**config.mk**
```make
export PLATFORM = sky130hd
export DESIGN_NAME = axis_i2s_transmitter_flat
export DESIGN_NICKNAME = d
export VERILOG_FILES = /design/src/rtl/axis_i2s_transmitter_if.sv /design/src/rtl/axis_i2s_transmitter.sv /design/src/flat_wrapper.sv
export SDC_FILE = /design/constraint.sdc
export NUM_CORES = 1
export LEC_CHECK = 0
export CORE_AREA = 10 10 83 85
export DETAILED_ROUTE_END_ITERATION = 8
export DIE_AREA = 0 0 93 95
export PLACE_DENSITY = 0.77
export SLEW_MARGIN = 0
export SYNTH_ARGS = -nofsm -noshare
export SYNTH_HDL_FRONTEND = slang
export SYNTH_SLANG_ARGS = --single-unit
```
**constraint.sdc**
```tcl
create_clock -name clk -period 3.2 [get_ports clk]
set_input_delay 0.8 -clock clk [delete_from_list [all_inputs] [get_ports clk]]
set_output_delay 0.8 -clock clk [all_outputs]
set_load 0.01 [all_outputs]
```
**src/rtl/axis_i2s_transmitter_if.sv**
```systemverilog
// AXI-Stream sample bus feeding the I2S transmitter: left/right words, last marks the right word.
interface axis_i2s_transmitter_if #(
  parameter int unsigned DATA_WIDTH = 12
) ();

  logic [DATA_WIDTH-1:0] s_axis_data;
  logic                  s_axis_valid;
  logic                  s_axis_ready;
  logic                  s_axis_last;

  modport master (
    output s_axis_data,
    output s_axis_valid,
    output s_axis_last,
    input  s_axis_ready
  );

  modport slave (
    input  s_axis_data,
    input  s_axis_valid,
    input  s_axis_last,
    output s_axis_ready
  );

endinterface

```
**src/rtl/axis_i2s_transmitter.sv**
```systemverilog
// AXI-Stream to I2S transmitter: one stereo packet per 1024-clk frame, MCLK/SCLK/LRCK from a counter.
// Define AXIS_I2S_TX_UNDERRUN_REPEAT_EN to repeat the previous samples on underrun instead of zero.
module axis_i2s_transmitter #(
  parameter int unsigned DATA_WIDTH = 12
) (
  input  logic                   clk,
  input  logic                   resetn,
  axis_i2s_transmitter_if.slave  axis,
  output logic                   tx_mclk,
  output logic                   tx_sclk,
  output logic                   tx_lrck,
  output logic                   tx_sdout,
  output logic                   underrun
);

  logic [9:0]            cnt_q;
  logic [9:0]            cnt_next;
  logic [DATA_WIDTH-1:0] hold_l_q;
  logic [DATA_WIDTH-1:0] hold_r_q;
  logic [DATA_WIDTH-1:0] tx_l_q;
  logic [DATA_WIDTH-1:0] tx_r_q;
  logic [DATA_WIDTH-1:0] sample;
  logic                  full_q;
  logic                  ready_q;
  logic                  sdout_q;
  logic                  underrun_q;
  logic                  sdout_bit;
  logic                  frame_start;
  logic                  accept;

  assign cnt_next    = cnt_q + 10'd1;
  assign frame_start = &cnt_q;
  assign accept      = axis.s_axis_valid & ready_q;

  // Serial bit for the slot the counter is about to enter; b = 0 and b > DATA_WIDTH stay 0.
  always_comb begin
    sdout_bit = 1'b0;
    sample    = cnt_next[9] ? tx_r_q : tx_l_q;
    for (int unsigned i = 0; i < DATA_WIDTH; i++) begin
      if (32'(cnt_next[8:4]) == DATA_WIDTH - i) begin
        sdout_bit = sample[i];
      end
    end
  end

  always_ff @(posedge clk or negedge resetn) begin
    if (!resetn) begin
      cnt_q      <= '0;
      hold_l_q   <= '0;
      hold_r_q   <= '0;
      tx_l_q     <= '0;
      tx_r_q     <= '0;
      full_q     <= 1'b0;
      ready_q    <= 1'b0;
      sdout_q    <= 1'b0;
      underrun_q <= 1'b0;
    end else begin
      cnt_q      <= cnt_next;
      underrun_q <= 1'b0;
      // Ready returns one edge after full clears, i.e. the edge after the frame-start load.
      ready_q    <= !full_q;

      if (cnt_q[3:0] == 4'hF) begin
        sdout_q <= sdout_bit;
      end

      if (frame_start) begin
        if (full_q) begin
          tx_l_q   <= hold_l_q;
          tx_r_q   <= hold_r_q;
          hold_l_q <= '0;
          hold_r_q <= '0;
          full_q   <= 1'b0;
        end else begin
          underrun_q <= 1'b1;
`ifdef AXIS_I2S_TX_UNDERRUN_REPEAT_EN
          tx_l_q <= tx_l_q;
          tx_r_q <= tx_r_q;
`else
          tx_l_q <= '0;
          tx_r_q <= '0;
`endif
        end
      end

      // ready_q implies full_q == 0, so an accept never collides with the load branch.
      if (accept) begin
        if (axis.s_axis_last) begin
          hold_r_q <= axis.s_axis_data;
          full_q   <= 1'b1;
          ready_q  <= 1'b0;
        end else begin
          hold_l_q <= axis.s_axis_data;
        end
      end
    end
  end

  assign axis.s_axis_ready = ready_q;
  assign tx_mclk           = cnt_q[0];
  assign tx_sclk           = cnt_q[3];
  assign tx_lrck           = cnt_q[9];
  assign tx_sdout          = sdout_q;
  assign underrun          = underrun_q;

endmodule

```
**src/flat_wrapper.sv**
```systemverilog
// flat-port wrapper written by rule: the top's interface ports become plain ports
module axis_i2s_transmitter_flat 
#(
  parameter int unsigned DATA_WIDTH = 12
)
  (clk, resetn, tx_mclk, tx_sclk, tx_lrck, tx_sdout, underrun, axis_s_axis_data, axis_s_axis_valid, axis_s_axis_last, axis_s_axis_ready);
  axis_i2s_transmitter_if #(.DATA_WIDTH(DATA_WIDTH)) axis_i ();
  input  logic clk;
  input  logic resetn;
  output logic tx_mclk;
  output logic tx_sclk;
  output logic tx_lrck;
  output logic tx_sdout;
  output logic underrun;
  input wire logic [$bits(axis_i.s_axis_data)-1:0] axis_s_axis_data;
  input wire logic [$bits(axis_i.s_axis_valid)-1:0] axis_s_axis_valid;
  input wire logic [$bits(axis_i.s_axis_last)-1:0] axis_s_axis_last;
  output wire logic [$bits(axis_i.s_axis_ready)-1:0] axis_s_axis_ready;
  assign axis_i.s_axis_data = axis_s_axis_data;
  assign axis_i.s_axis_valid = axis_s_axis_valid;
  assign axis_i.s_axis_last = axis_s_axis_last;
  assign axis_s_axis_ready = axis_i.s_axis_ready;
  axis_i2s_transmitter #(.DATA_WIDTH(DATA_WIDTH)) u_core (.clk(clk), .resetn(resetn), .axis(axis_i), .tx_mclk(tx_mclk), .tx_sclk(tx_sclk), .tx_lrck(tx_lrck), .tx_sdout(tx_sdout), .underrun(underrun));
endmodule
```
* Word-level counts from Yosys, hierarchy flattened
Cells that the tools add are included.
Word-level totals: register bits after elaboration 62, word-level logic and storage cells 56, input bits 16
Cells by class: bitwise logic cells 1, multiplexer cells 30, $add $sub $neg 1, eq/ne operators 13, reductions and logical operators 2
Operators with widths (number):
- two-way mux 12 bit | 11
- equality test 5 x 4 -> 1 bit (second input constant) | 5
- equality test 5 x 3 -> 1 bit (second input constant) | 4
- two-way mux 1 bit | 19
- adder 10 x 1 -> 10 bit (second input constant) | 1
- equality test 5 x 2 -> 1 bit (second input constant) | 2
- AND reduction 10 bit | 1
- equality test 5 x 1 -> 1 bit (second input constant) | 1
- equality test 4 bit (second input constant) | 1
- bitwise AND 1 bit | 1
- zero test 1 bit | 1

* Longest topological paths before layout
depth after elaboration 14, depth in mapped cells 9

* Worst setup path before layout
OpenSTA, ideal clock, no wires.
kind flip-flop to flip-flop, start register u_core.cnt_q[0], end register u_core.sdout_q (netlist: u_core.tx_sdout), stages on the path, launching flop included 8, path buffers 0, arrival time 2211 ps, clock period less this slack 2339 ps, data required time 3073 ps, path slack 861 ps, cell sequence dfrtp_1 -> ha_1 -> nand3_1 -> xor2_1 -> or4_1 -> a32o_1 -> a311oi_2 -> o21ai_1
Between the ends: word-level cells in the longest chain between the ends 14, elaborated cells on any way between the ends 27, those cells by class 1 x add/sub; 13 x eq/ne; 13 x mux
Ends and longest elaborated chain:
- start, declared | RTL line axis_i2s_transmitter.sv:16 | logic [9:0] cnt_q;
- start signal, assigned | RTL line axis_i2s_transmitter.sv:58 | cnt_q <= cnt_next;
- adder 10 x 1 -> 10 bit | RTL line axis_i2s_transmitter.sv:31 | assign cnt_next = cnt_q + 10'd1;
- equality test 5 x 4 -> 1 bit or two-way mux 12 bit (tied branches) | RTL line axis_i2s_transmitter.sv:40, axis_i2s_transmitter.sv:38
- two-way mux 1 bit (12 in a row) | RTL line axis_i2s_transmitter.sv:40 | if (32'(cnt_next[8:4]) == DATA_WIDTH - i) begin
- end signal, assigned | RTL line axis_i2s_transmitter.sv:64 | sdout_q <= sdout_bit;
- end, declared | RTL line axis_i2s_transmitter.sv:25 | logic sdout_q;
Parallel ways exist; a longest one is shown, timed or not. A chain may end at the register's enable or synchronous reset.

* Worst setup path after layout
start register u_core.cnt_q[7], end register u_core.sdout_q (netlist: u_core.tx_sdout)
Between the ends: word-level cells in the longest chain between the ends 14, elaborated cells on any way between the ends 26, those cells by class 1 x add/sub; 12 x eq/ne; 13 x mux
Ends and longest elaborated chain (RTL line):
- adder 10 x 1 -> 10 bit (*) | axis_i2s_transmitter.sv:31
- equality test 5 x 4 -> 1 bit or two-way mux 12 bit (tied branches) | axis_i2s_transmitter.sv:40, axis_i2s_transmitter.sv:38
- two-way mux 1 bit (11 in a row) | axis_i2s_transmitter.sv:40
- two-way mux 1 bit (*) | axis_i2s_transmitter.sv:40
Every way passes the cells marked *; elsewhere a longest branch is shown, timed or not.

==> metrics.md <==
| Metric | Value |
|---|---|
| Result of the run | `finished, final reports clean` |
| Worst Path Required | `3.41 ns` |
| Initial drt markers | `145` |
| Library cell with the highest instance count after synthesis | `sky130_fd_sc_hd__nand2_1` |
| Hold Fails Final Rpt | `0` |
| IR drop worst, VDD | `341 uV` |
| Net total in the final layout | `372` |
| Hold-fix buffers, CTS | `0` |
| Antenna violations before repair | `0` |
| Period utilization | `0.829` |
| Worst-path fanout max | `15` |
| Mean instance size in the synthesized netlist | `8.79 um^2` |
| Post-detailed-routing wire length | `6370 um` |
| Detailed-routing iteration count for the pre-antenna-repair pass | `4` |
| Setup crit end kind | `flop` |
| Final count of negative-setup-slack endpoints | `0` |
| Final weighted congestion in routability-driven placement | `0.855` |
| CTS Sinks | `62` |
| Post-layout instance count excluding filler cells | `432` |
| Clk slew on worst S/H paths | `0.07 ns` |
| Class of the tightest hold or removal check | `reg2reg` |
| Leading post-synthesis cells by cell area | `sky130_fd_sc_hd__dfrtp_1 (52%), sky130_fd_sc_hd__nand2_1 (14%), sky130_fd_sc_hd__o21ai_0 (7.1%)` |
| Post-Synthesis Net Count | `355` |
| Cell row count | `27` |
| Layout area overhead | `14.5%` |
| Drt via density | `5.45` |
| Leakage power figure | `1.61 nW` |
| Share of flip-flops with an asynchronous set or reset | `1.00` |
| Minimum clock period after layout | `2.65 ns` |
| Post_cts resized | `0` |
| Max Fclk | `377 MHz` |
| Cell area after technology mapping | `0.00297 mm^2` |
| Filler cell count | `481` |
| Critical Path Start Type | `flop` |
| Mapped Cells | `338` |
| Master cell of the clock root buffer | `sky130_fd_sc_hd__clkbuf_8` |
| Top cells by count, synth | `sky130_fd_sc_hd__nand2_1 (110), sky130_fd_sc_hd__dfrtp_1 (62), sky130_fd_sc_hd__o21ai_0 (42)` |
| Hpwl dp | `4370 um` |
| Largest net degree at the start of global routing | `63` |
| Unrepaired setup endpoints after global routing | `no` |
| Worst-case clock buffer depth | `2` |
| Arrival time at the worst endpoint | `2.87 ns` |
| Number of buffer and inverter instances along the worst setup path | `0` |
| Worst slew margin relative to its limit | `0.478` |
| DR WL/cell | `14.8 um` |
| Count of flip-flops with a built-in enable after synthesis | `0` |
| Ports | `22` |
| Port Buffers | `21` |
| Number of buffers added by the clock tree synthesis step | `9` |
| Number of nets still failing antenna checks after routing | `0` |
| Chip width | `93 um` |
| Total congestion overflow after global routing | `0` |
| First-pass GRT wire length | `10900 um` |
| Critical path's slowest cell | `sky130_fd_sc_hd__dfrtp_1` |
| Most frequently used flop master after synthesis | `sky130_fd_sc_hd__dfrtp_1` |
| Portion of the post-synthesis area used by sequential elements | `0.522` |
| H-tree levels | `3` |
| Initial core utilization | `0.556` |
| Clock tree from TritonCTS | `built` |
| Final-report max-slew violation count | `0` |
| Vias after detailed routing | `2356` |
| Biggest cell delay along the critical path | `0.60 ns` |
| Setup TNS after final layout | `0 ns` |
| Footprint of the multi-input gates | `0.00131 mm^2` |
| Post-synth top area share | `0.522` |
| Number of flip-flops and latches in the synthesized netlist | `62` |
| Cell family contributing the most delay on the critical path | `compound AO/OA/AOI/OAI gates` |
| Fraction of final layout cells sized beyond drive strength 1 | `0.0917` |
| Worst clock skew | `0.0112 ns` |
| Post CTS Setup Buffer Count | `0` |
| Count of distinct cell types in the synthesized netlist | `51` |
| Die Y-Extent | `95 um` |
| Total area of sequential cells | `0.00155 mm^2` |
| Critical path type | `reg2reg` |
| Clock insertion delay at the later pin of the skew report | `0.34 ns` |
| Number of maximum-capacitance constraint violations | `0` |
| Number of global-route vias before repair | `2280` |
| Area of the core region | `0.00534 mm^2` |
| Cell-by-cell listing of the critical path | `nand4_1, o31a_1, nor2_4, mux2_2, o211a_1, a311oi_2, o21ai_1` |
| P per Cell Area | `439 mW/mm^2` |
| Dominant cell type by area after synthesis | `sky130_fd_sc_hd__dfrtp_1` |
| Number of remaining DRC errors | `0` |
| Number of diodes added for antenna fixing | `0` |
| Placed cell count | `416` |
| Overall die area | `0.00884 mm^2` |
| GRT Overall Usage | `0.154` |
| Total of warnings raised by yosys | `0` |
| Slew at the pin closest to its max-slew limit | `0.783 ns` |
-- cell usage in the layout, fill, tap and decap left out, types with 2 or more instances in the layout --
cell                              count
sky130_fd_sc_hd__o211ai_1             3
sky130_fd_sc_hd__inv_1                4
sky130_fd_sc_hd__nor4_1               3
sky130_fd_sc_hd__inv_2                2
sky130_fd_sc_hd__dfrtp_1             62
sky130_fd_sc_hd__clkinv_2             2
sky130_fd_sc_hd__and2_2               2
sky130_fd_sc_hd__xnor2_1              3
sky130_fd_sc_hd__clkbuf_8            12
sky130_fd_sc_hd__o31ai_1              2
sky130_fd_sc_hd__nor2_1               9
sky130_fd_sc_hd__nand2_1            110
sky130_fd_sc_hd__xor2_1               3
sky130_fd_sc_hd__a211o_1              2
sky130_fd_sc_hd__mux2i_1              4
sky130_fd_sc_hd__a21oi_1              4
sky130_fd_sc_hd__and3_1               5
sky130_fd_sc_hd__o21ai_0             42
sky130_fd_sc_hd__nand4_1              3
sky130_fd_sc_hd__nand2b_1             2
sky130_fd_sc_hd__clkdlybuf4s50_1     20
sky130_fd_sc_hd__buf_4                5
sky130_fd_sc_hd__nand3_1             23
sky130_fd_sc_hd__or4_1                3
sky130_fd_sc_hd__o21ai_1              2
-- layer usage --
| metal | wire [um] | global-route usage | vias up | part of all wire |
|---|---|---|---|---|
| met4 | 103 | 0.0578 | 0 | 0.016 |
| li1 | - | - | 1189 | - |
| met2 | 2930 | 0.237 | 43 | 0.46 |
| met1 | 3030 | 0.197 | 1114 | 0.48 |
| met3 | 308 | 0.0523 | 10 | 0.048 |
| met5 | 0 | 0 | - | 0 |
-- cell type report --
| cell class | instances | share of cell area |
|---|---|---|
| multi-input combinational | 250 | 0.384 |
| inverter | 6 | 0.00662 |
| clock buffer | 13 | 0.0497 |
| timing repair buffer | 26 | 0.0714 |
| sequential | 62 | 0.456 |
| tap | 72 | 0.0265 |
| clock inverter | 3 | 0.00515 |
-- worst reg2reg max path, delay by kind of cell, from the launching register on --
| family | cells | cell delay, ns |
|---|---|---|
| flops | 1 | 0.60 |
| mux | 1 | 0.37 |
| simple gates | 2 | 0.57 |
| compound gates | 4 | 0.98 |
-- logic make-up after synthesis --
kind of cell	Yosys count	share of synthesized area
flops	62	0.522
compound gates	68	0.140
mux	5	0.0173
simple gates	170	0.261
fa+ha+maj	1	0.00421
buf+inv	26	0.0375
xor+xnor	6	0.0177
-- where the power goes --
part / internal (mW) / total [mW] / switching, mW / leakage (nW)
Clock: 0.342 / 0.633 / 0.291 / 0.0954
Sequential: 0.798 / 0.806 / 0.00794 / 0.794
Combinational: 0.0247 / 0.0541 / 0.0294 / 0.725
-- stage by stage --
stage / setup slack (ns) / hold slack (ns) / util / power, mW / instance area [um^2]
floorplan: 0.861 / 0.442 / - / 0.833 / 2970
detailed placement: 0.615 / 0.465 / 0.602 / 0.875 / 3210
CTS: 0.591 / 0.483 / 0.637 / 1.50 / 3400
finish: 0.547 / 0.480 / 0.637 / 1.49 / 3400
global placement: 0.683 / 0.463 / 0.602 / 0.873 / 3210
global route: 0.396 / 0.500 / 0.637 / 1.55 / 3400
-- path summary, 6_finish.rpt --
kind,startpoint,slack (ns),endpoint,cells after the start
min in group asynchronous,resetn,0.62,u_core.cnt_q[2],2
min,u_core.tx_r_q[1],0.48,u_core.tx_r_q[1],2
max,u_core.cnt_q[7],0.55,u_core.tx_sdout,7
min reg2reg,u_core.tx_r_q[1],0.48,u_core.tx_r_q[1],2
max in group asynchronous,resetn,2.06,u_core.tx_l_q[4],2
max reg2reg,u_core.cnt_q[7],0.55,u_core.tx_sdout,7
-- state kept, by name, summed over array words and instances, names as in the netlist --
name,count
u_core.axis.s_axis_ready,1
u_core.cnt_q,10
u_core.full_q,1
u_core.hold_l_q,12
u_core.hold_r_q,12
u_core.tx_l_q,12
u_core.tx_r_q,12
u_core.tx_sdout,1
u_core.underrun,1
(Power assumes the default switching activity.)
